[config.mk]
export PLATFORM = sky130hd
export DESIGN_NAME = edge_dilate
export DESIGN_NICKNAME = d
export VERILOG_FILES = /design/src/rtl/edge_dilate_pkg.sv /design/src/rtl/edge_dilate_line.sv /design/src/rtl/edge_dilate.sv
export SDC_FILE = /design/constraint.sdc
export NUM_CORES = 2
export LEC_CHECK = 0
export ABC_AREA = 1
export CORE_AREA = 4 4 346 314
export CTS_CLUSTER_SIZE = 8
export DETAILED_ROUTE_END_ITERATION = 16
export DIE_AREA = 0 0 350 318
export PLACE_DENSITY = 0.6
export SYNTH_ARGS = -nofsm -noshare
export SYNTH_HDL_FRONTEND = slang
export SYNTH_SLANG_ARGS = --single-unit
[constraint.sdc]
create_clock -name clk -period 5.3 [get_ports clk]
set_clock_uncertainty 0.1 [all_clocks]
set_input_delay 1.06 -clock clk [delete_from_list [all_inputs] [get_ports clk]]
set_output_delay 1.06 -clock clk [all_outputs]
set_load 0.02 [all_outputs]
[src/rtl/edge_dilate_pkg.sv]
// edge_dilate_pkg
//   Shared definitions for the binary 3x3 morphology stages.
//   MODE_DILATE / MODE_ERODE : operator select (OR / AND of the 3x3 window)
//   PIX_ON                   : output level for a set pixel
//   morph_state_t            : sequencing states shared by the stages
//   morph_reduce()           : window reduction for a given operator
package edge_dilate_pkg;

    localparam int MODE_DILATE = 0;
    localparam int MODE_ERODE  = 1;
    localparam int PIX_ON      = 255;

    typedef enum logic [1:0] {
        IDLE  = 2'd0,
        RUN   = 2'd1,
        FLUSH = 2'd2
    } morph_state_t;

    // Border neighbours are substituted with the identity element of the
    // reduction beforehand, so a plain AND/OR is enough here.
    function automatic logic morph_reduce(input logic [8:0] win, input int mode);
        return (mode == MODE_ERODE) ? (&win) : (|win);
    endfunction

endpackage

[src/rtl/edge_dilate_line.sv]
// bin_line_delay
//   1-bit raster delay line of depth 2*IW+3 with a 3x3 window extractor.
//   Ports:
//     clk    : clock
//     rst    : synchronous active-high reset, clears every tap
//     clear  : synchronous clear (frame abort), same effect as rst
//     shift  : advance the line by one pixel
//     din    : newest binarised pixel
//     win    : 3x3 window, win[3*i+j] = tap i*IW+j
//              i = 0 row below centre, 1 centre row, 2 row above
//              j = 0 column right of centre, 1 centre column, 2 left
module bin_line_delay
    import edge_dilate_pkg::*;
#(
    parameter int IW = 640
) (
    input  logic       clk,
    input  logic       rst,
    input  logic       clear,
    input  logic       shift,
    input  logic       din,
    output logic [8:0] win
);

    localparam int DEPTH = 2 * IW + 3;

    logic [DEPTH-1:0] sr;

    always_ff @(posedge clk) begin
        if (rst || clear) begin
            sr <= '0;
        end else if (shift) begin
            sr <= {sr[DEPTH-2:0], din};
        end
    end

    always_comb begin
        win = '0;
        for (int i = 0; i < 3; i++) begin
            for (int j = 0; j < 3; j++) begin
                win[3*i+j] = sr[i*IW+j];
            end
        end
    end

endmodule

[src/rtl/edge_dilate.sv]
// edge_dilate
//   Binary 3x3 dilation (MODE=0) or erosion (MODE=1) of a raster edge map.
//   One output pixel per input pixel, same raster order; the last IW+1
//   outputs are produced by internal flush steps after the final input.
//   Ports:
//     clk        : clock, rising edge
//     rst        : synchronous active-high reset
//     din_valid  : input pixel qualifier (gaps allowed)
//     din        : edge pixel, nonzero = 1
//     vsync      : frame sync; rising edge aborts and restarts
//     dout       : PIX_ON or 0
//     dout_valid : output pixel qualifier
//     vsync_out  : vsync delayed by one clock
//     busy       : frame in progress (first accept .. last flush step)
//     err        : sticky, din_valid seen while flushing
//
//   state | meaning
//   ------+--------------------------------------------------------------
//   IDLE  | no frame in progress; next din_valid starts a frame
//   RUN   | accepting pixels; emits once the window centre is valid
//   FLUSH | inputs complete; one pad shift per clock for IW+1 clocks
module edge_dilate
    import edge_dilate_pkg::*;
#(
    parameter int DW   = 14,
    parameter int IH   = 512,
    parameter int IW   = 640,
    parameter int MODE = MODE_DILATE
) (
    input  logic          clk,
    input  logic          rst,
    input  logic          din_valid,
    input  logic [DW-1:0] din,
    input  logic          vsync,
    output logic [DW-1:0] dout,
    output logic          dout_valid,
    output logic          vsync_out,
    output logic          busy,
    output logic          err
);

    localparam int NPIX = IH * IW;
    localparam int CW   = $clog2(NPIX + 1);
    localparam int RW   = (IH > 1) ? $clog2(IH) : 1;
    localparam int XW   = (IW > 1) ? $clog2(IW) : 1;
    localparam int FW   = $clog2(IW + 1);

    localparam logic [CW-1:0] IN_LAST    = CW'(NPIX - 1);
    localparam logic [CW-1:0] OUT_START  = CW'(IW + 1);
    localparam logic [RW-1:0] ROW_LAST   = RW'(IH - 1);
    localparam logic [XW-1:0] COL_LAST   = XW'(IW - 1);
    localparam logic [FW-1:0] FLUSH_LOAD = FW'(IW);
    // Identity element of the reduction: out-of-frame neighbours never
    // influence the result.
    localparam logic          PAD        = (MODE == MODE_ERODE);

    morph_state_t state, state_nxt;

    logic          vsync_rise;
    logic          accept;
    logic          flush_step;
    logic          emit_pend;
    logic [CW-1:0] in_cnt;
    logic [RW-1:0] out_row;
    logic [XW-1:0] out_col;
    logic [FW-1:0] flush_cnt;
    logic [8:0]    win;
    logic [8:0]    win_eff;
    logic [2:0]    row_ok;
    logic [2:0]    col_ok;
    logic          res;

    assign vsync_rise = vsync && !vsync_out;

    bin_line_delay #(
        .IW (IW)
    ) u_line (
        .clk   (clk),
        .rst   (rst),
        .clear (vsync_rise),
        .shift (accept || flush_step),
        .din   (din != '0),
        .win   (win)
    );

    always_ff @(posedge clk) begin
        if (rst) begin
            state <= IDLE;
        end else begin
            state <= state_nxt;
        end
    end

    always_comb begin
        state_nxt = state;
        if (vsync_rise) begin
            state_nxt = IDLE;
        end else begin
            case (state)
                IDLE:    if (din_valid) state_nxt = RUN;
                RUN:     if (din_valid && in_cnt == IN_LAST) state_nxt = FLUSH;
                FLUSH:   if (flush_cnt == '0) state_nxt = IDLE;
                default: state_nxt = IDLE;
            endcase
        end
    end

    always_comb begin
        accept     = 1'b0;
        flush_step = 1'b0;
        busy       = 1'b0;
        case (state)
            IDLE: begin
                accept = din_valid && !vsync_rise;
            end
            RUN: begin
                accept = din_valid && !vsync_rise;
                busy   = 1'b1;
            end
            FLUSH: begin
                flush_step = !vsync_rise;
                busy       = 1'b1;
            end
            default: ;
        endcase
    end

    // Window masking uses the coordinates of the centre pixel, which is
    // always the next pixel to be emitted.
    always_comb begin
        row_ok  = 3'b111;
        col_ok  = 3'b111;
        win_eff = '0;
        if (out_row == ROW_LAST) row_ok[0] = 1'b0;
        if (out_row == '0)       row_ok[2] = 1'b0;
        if (out_col == COL_LAST) col_ok[0] = 1'b0;
        if (out_col == '0)       col_ok[2] = 1'b0;
        for (int i = 0; i < 3; i++) begin
            for (int j = 0; j < 3; j++) begin
                win_eff[3*i+j] = (row_ok[i] && col_ok[j]) ? win[3*i+j] : PAD;
            end
        end
        res = morph_reduce(win_eff, MODE);
    end

    always_ff @(posedge clk) begin
        if (rst) begin
            in_cnt     <= '0;
            out_row    <= '0;
            out_col    <= '0;
            flush_cnt  <= '0;
            emit_pend  <= 1'b0;
            dout       <= '0;
            dout_valid <= 1'b0;
            err        <= 1'b0;
            vsync_out  <= 1'b0;
        end else begin
            vsync_out  <= vsync;
            dout_valid <= 1'b0;
            if (vsync_rise) begin
                in_cnt    <= '0;
                out_row   <= '0;
                out_col   <= '0;
                flush_cnt <= '0;
                emit_pend <= 1'b0;
                err       <= 1'b0;
            end else begin
                if (state == FLUSH && din_valid) begin
                    err <= 1'b1;
                end
                // The window is evaluated one clock after the shift that
                // completed it, so the result is registered from a stable line.
                emit_pend <= (accept && in_cnt >= OUT_START) || flush_step;
                if (accept) begin
                    in_cnt <= in_cnt + 1'b1;
                    if (in_cnt == IN_LAST) begin
                        flush_cnt <= FLUSH_LOAD;
                    end
                end
                if (flush_step) begin
                    if (flush_cnt != '0) begin
                        flush_cnt <= flush_cnt - 1'b1;
                    end else begin
                        in_cnt <= '0;
                    end
                end
                if (emit_pend) begin
                    dout       <= res ? DW'(PIX_ON) : '0;
                    dout_valid <= 1'b1;
                    if (out_col == COL_LAST) begin
                        out_col <= '0;
                        out_row <= (out_row == ROW_LAST) ? '0 : out_row + 1'b1;
                    end else begin
                        out_col <= out_col + 1'b1;
                    end
                end
            end
        end
    end

endmodule

Word-level counts from Yosys, hierarchy flattened
Cells that the tools add are included.

storage, ports and cells
  flip-flop bits (word level) = 1351
  input bits = 18
  output and inout port bits = 18

cells by class
  add/subtract/negate cells = 4
  order comparisons = 1
  equal/unequal tests = 8
  mux-type cells = 30
  bitwise operators = 1
  reduce and logical (&&, ||, !) cells = 27

operator list
  kind                   count
  $mux 19                3
  $mux 10                5
  $logic_not 10->1       2
  $add 19x1->19 const B  1
  $eq 19x19->1 const B   1
  $ge 19x10->1 const B   1
  $mux 1                 16
  $reduce_bool 14->1     1
  $add 10x1->10 const B  1
  $eq 10x10->1 const B   1
  $reduce_bool 10->1     1
  $sub 10x1->10 const B  1
  $add 9x1->9 const B    1
  $eq 9x9->1 const B     1
  $logic_and 1x1->1      9
  $logic_not 9->1        1
  $mux 9                 1
  $reduce_or 9->1        1
  $mux 8                 1
  $mux 2                 3
  $ne 2x2->1 const B     3
  $pmux 2 s3             1
  $reduce_or 2->1        3
  $reduce_and 2->1       2
  7 further kinds        10

Logic depth before layout (Yosys ltp)
  depth in word-level cells = 8
  gate-level depth with buffers = 12

By module
A second synthesis with hierarchy kept.

unflattened totals
  cells, all modules = 8585
  area total of the unflattened synthesis = 55064.1 um^2

modules (own cells, without submodules)
  module          instances  cells an instance  area each (um^2)  sequential area each (um^2)
  bin_line_delay  1          8135               51906.0           25684.6
  edge_dilate     1          450                3158.0            1101.1

Worst setup path after synthesis
No wires, ideal clock.

  path kind = input port to flip-flop
  from = input vsync
  to = register u_line.sr[423]
  library setup time = 0.116 ns
  arrival = 2.080 ns
  data required time = 5.084 ns
  slack = 3.004 ns
  stages on the path = 11
  buffers on the path = 3
  path through = inv_2 > nor2_4 > nor2_4 > inv_4 > nand2_4 > inv_2 > buf_6 > buf_4 > buf_2 > nor2_1 > nor2_1

between the ends
  longest elaborated chain between the ends = 5
  elaborated cells between the ends (all ways) = 7

RTL lines
  what                    RTL line                                                    text
  start: declaration      edge_dilate.sv:34                                           input logic vsync,
  $logic_and 1x1->1 *     edge_dilate.sv:73                                           assign vsync_rise = vsync && !vsync_out;
  $logic_not 1->1         edge_dilate.sv:114, edge_dilate.sv:117, edge_dilate.sv:121
  $logic_and 1x1->1       edge_dilate.sv:114, edge_dilate.sv:117
  $mux 1                  n/a
  $logic_or 1x1->1        edge_dilate.sv:81                                           .shift (accept || flush_step),
  end signal: assignment  edge_dilate_line.sv:33                                      sr <= {sr[DEPTH-2:0], din};
  end: declaration        edge_dilate_line.sv:27                                      logic [DEPTH-1:0] sr;

Mark *: on every way between the ends. The rest lies on a longest branch, timed or not.
A chain may end at the register's enable or synchronous reset.

Worst setup path in the final report
  from = input vsync
  to = register u_line.sr[316]

Same word-level chain as after synthesis.

==> results.sh <==
export IMPL_synthXorXnorAreaFrac_pct=0.373
export IMPL_dp_cells=7075
export IMPL_min_path_type="reg -> reg"
export IMPL_tritoncts="yes"
export IMPL_die_h_um=318
export IMPL_rrSetupSlack_ps=2200
export IMPL_whs_endpoint="u_line.sr[620]$_SDFFE_PP0P_"
export IMPL_cpMaxStageDelayCell="inv_8"
export IMPL_slew_headroom_pct=33.0
export IMPL_critPathMaxStageDelay_ps=540
export IMPL_drv_slew=0
export IMPL_track_usage_pct=14.4
export IMPL_io_buffers=29
export IMPL_die_w_um=350
export IMPL_hold_violations=0
export IMPL_crit_arrival_ps=3890
export IMPL_synth_top_family_by_area="simple AND/OR/NAND/NOR gates"
export IMPL_final_cells=7276
export IMPL_min_period_ps=3320
export IMPL_worstMarginPinSlew_ps=1010
export IMPL_cts_root_buf="clkbuf_16"
export IMPL_core_sq_um=105000
export IMPL_reg2reg_depth=10
export IMPL_fin_setup_tns_ps=0
export IMPL_final_common_cell="nor2_1"
export IMPL_reg2reg_from="state[1]$_SDFFE_PP0P_"
export IMPL_ir_worst_vdd_v=0.000268
export IMPL_place_gp_congestion=0.778
export IMPL_wl_per_cell_um=11.2
export IMPL_critPathMaxFanout=115
export IMPL_r2r_end="u_line.sr[316]$_SDFFE_PP0P_"
export IMPL_drive_above_1_share_pct=4.58
export IMPL_diodes=0
export IMPL_ys_ff_latch=1338
export IMPL_grt_pass1_wl_mm=145
export IMPL_dieArea_sq_um=111000
export IMPL_synthAdderAreaFrac_pct=0.293
export IMPL_cts_sinks=1338
export IMPL_syn2layout_area_growth_pct=12.0
export IMPL_drt_iter0_markers=2886
export IMPL_post_synth_instance_area_sq_um=47000
export IMPL_grt_start_max_net_pins=238
export IMPL_clk_pin_slew_ps=50
export IMPL_synth_mux_area_fraction_pct=0
export IMPL_synth_compound_area_share_pct=14.3
export IMPL_post_cts_buffers=0
export IMPL_worstSetupPathType="in -> reg"
export IMPL_hold_depth=2
export IMPL_rsz0062_at_grt="no"
export IMPL_routed_wl_mm=81.3
export IMPL_overflow=0
export IMPL_powerDensity_nw_per_um2=457
export IMPL_final_nets=5911
export IMPL_ys_seq_area_share_pct=57.0
export IMPL_grt_pass1_vias=32500
export IMPL_ios=36
export IMPL_yosys_area_share_simple_pct=22.9
export IMPL_start_util_pct=44.8
export IMPL_ys_types=32
export IMPL_dp_hpwl_mm=38.1
export IMPL_yosysWarnings=0
export IMPL_fmax_mhz=301
export IMPL_drt_first_pass_iters=5
export IMPL_drv_cap=0
export IMPL_drt_vias_per_instance=4.85
export IMPL_setup_viol=0
export IMPL_std_cell_rows=113
export IMPL_ctsHoldBuffers=0
export IMPL_cts_resized=0
export IMPL_avgSynthCellArea_sq_um=7.77
export IMPL_status="finished clean"
export IMPL_antenna_found_initial=0
export IMPL_cp_required_ps=5870
export IMPL_dr_total_vias=35300
export IMPL_clock_latency_ps=750
export IMPL_start_kind="input pin"
export IMPL_htreeDepth=4
export IMPL_hp_start="u_line.sr[619]$_SDFFE_PP0P_"
export IMPL_cp_end_kind="flop"
export IMPL_leakagePower_nw=23.0
export IMPL_cts_buffers_inserted=185
export IMPL_layout_common_cells="2647 x nor2_1, 1338 x dfxtp_1, 1253 x o21ai_0, 186 x clkbuf_16, 112 x nand2_1"
export IMPL_timing_final_crit_share_pct=62.7
export IMPL_clockBufferDepth=3
export IMPL_detail_route_antenna_nets=0
export IMPL_crit_chain="clkdlybuf4s50_1 > inv_2 > nor2_4 > inv_2 > nand2_1 > nand2_8 > inv_8 > buf_12 > nor2_1 > nor2_1"
export IMPL_postSynthCellCount=6052
export IMPL_drcViolationCount=0
-- sequential cells by signal (all words and copies together) (netlist names) --
| register | cells |
|---|---|
| in_cnt | 19 |
| err | 1 |
| flush_cnt | 10 |
| vsync_out | 1 |
| out_row | 9 |
| state | 2 |
| dout_valid | 1 |
| dout | 1 |
| u_line.sr | 1283 |
| emit_pend | 1 |
| out_col | 10 |
-- worst max-delay path by stage --
stage	end	slack, ps	from
6_report	u_line.sr[316]$_SDFFE_PP0P_	1980	vsync
4_1_cts	u_line.sr[12]$_SDFFE_PP0P_	2010	vsync
5_1_grt	u_line.sr[425]$_SDFFE_PP0P_	1740	vsync
3_5_place_dp	u_line.sr[311]$_SDFFE_PP0P_	1200	vsync
2_1_floorplan	u_line.sr[423]$_SDFFE_PP0P_	3000	vsync
3_3_place_gp	u_line.sr[293]$_SDFFE_PP0P_	1240	vsync
-- per-stage QoR --
step / worst slack (ps) / hold WS (ps) / util (%) / power, mW / cell area [sq um]
after global routing: 1740 / 379 / 50.1 / 25.4 / 52600
after global placement: 1240 / 356 / 45.4 / 14.0 / 47700
final: 1980 / 357 / 50.1 / 24.1 / 52600
after detailed placement: 1200 / 360 / 45.4 / 14.0 / 47700
after floorplan: 3000 / 348 / - / 13.6 / 47000
after CTS: 2010 / 358 / 50.1 / 24.5 / 52600
-- area by class of cell --
class,count,area (sq um)
clock inverters,15,305
flip-flops and latches,1338,26800
well taps,1380,1730
inverters,67,262
fillers,9921,52400
multi-input cells,4209,17800
clock buffers,186,4650
repair buffers,81,1060
-- routing by layer --
layer / up-vias / routed length [um] / global-route usage [%]
li1: 18900 / - / -
met1: 15900 / 42400 / 19.7
met2: 335 / 34600 / 22.6
met3: 139 / 2690 / 3.10
met4: 0 / 1620 / 4.75
met5: - / 0 / 0
-- power by group --
part	leakage [nW]	switching (mW)	internal (mW)	total (mW)
clock network	2.42	4.06	6.18	10.2
registers	10.9	0.364	10.9	11.3
logic	9.66	1.77	0.791	2.56
-- synth_stat cells, drive strengths merged --
library cell | instances | area share, %
a211oi | 3 | 0.048
a21oi | 35 | 0.37
a31oi | 1 | 0.013
buf | 226 | 2.9
clkbuf | 217 | 1.7
conb | 1 | 0.0080
dfxtp | 1338 | 57
ha | 11 | 0.29
inv | 67 | 0.54
nand2 | 113 | 0.92
nand3 | 31 | 0.34
nand4 | 12 | 0.16
nor2 | 2653 | 21
nor3 | 15 | 0.16
nor3b | 2 | 0.032
nor4 | 4 | 0.053
o21ai | 1300 | 14
o21bai | 2 | 0.032
or2 | 1 | 0.013
xnor2 | 3 | 0.056
xor2 | 17 | 0.32
-- cells by family after synthesis --
logic type      Yosys count
buf+inv                 510
compound gates         1341
fa+ha+maj                11
xor+xnor                 20
flops                  1338
simple gates           2831
other cells               1
-- critical path, delay by kind of cell --
family,cells,cell delay [ps]
buf+inv,5,1530
simple gates,5,1160
No activity file was read; power rests on OpenSTA's default activity.
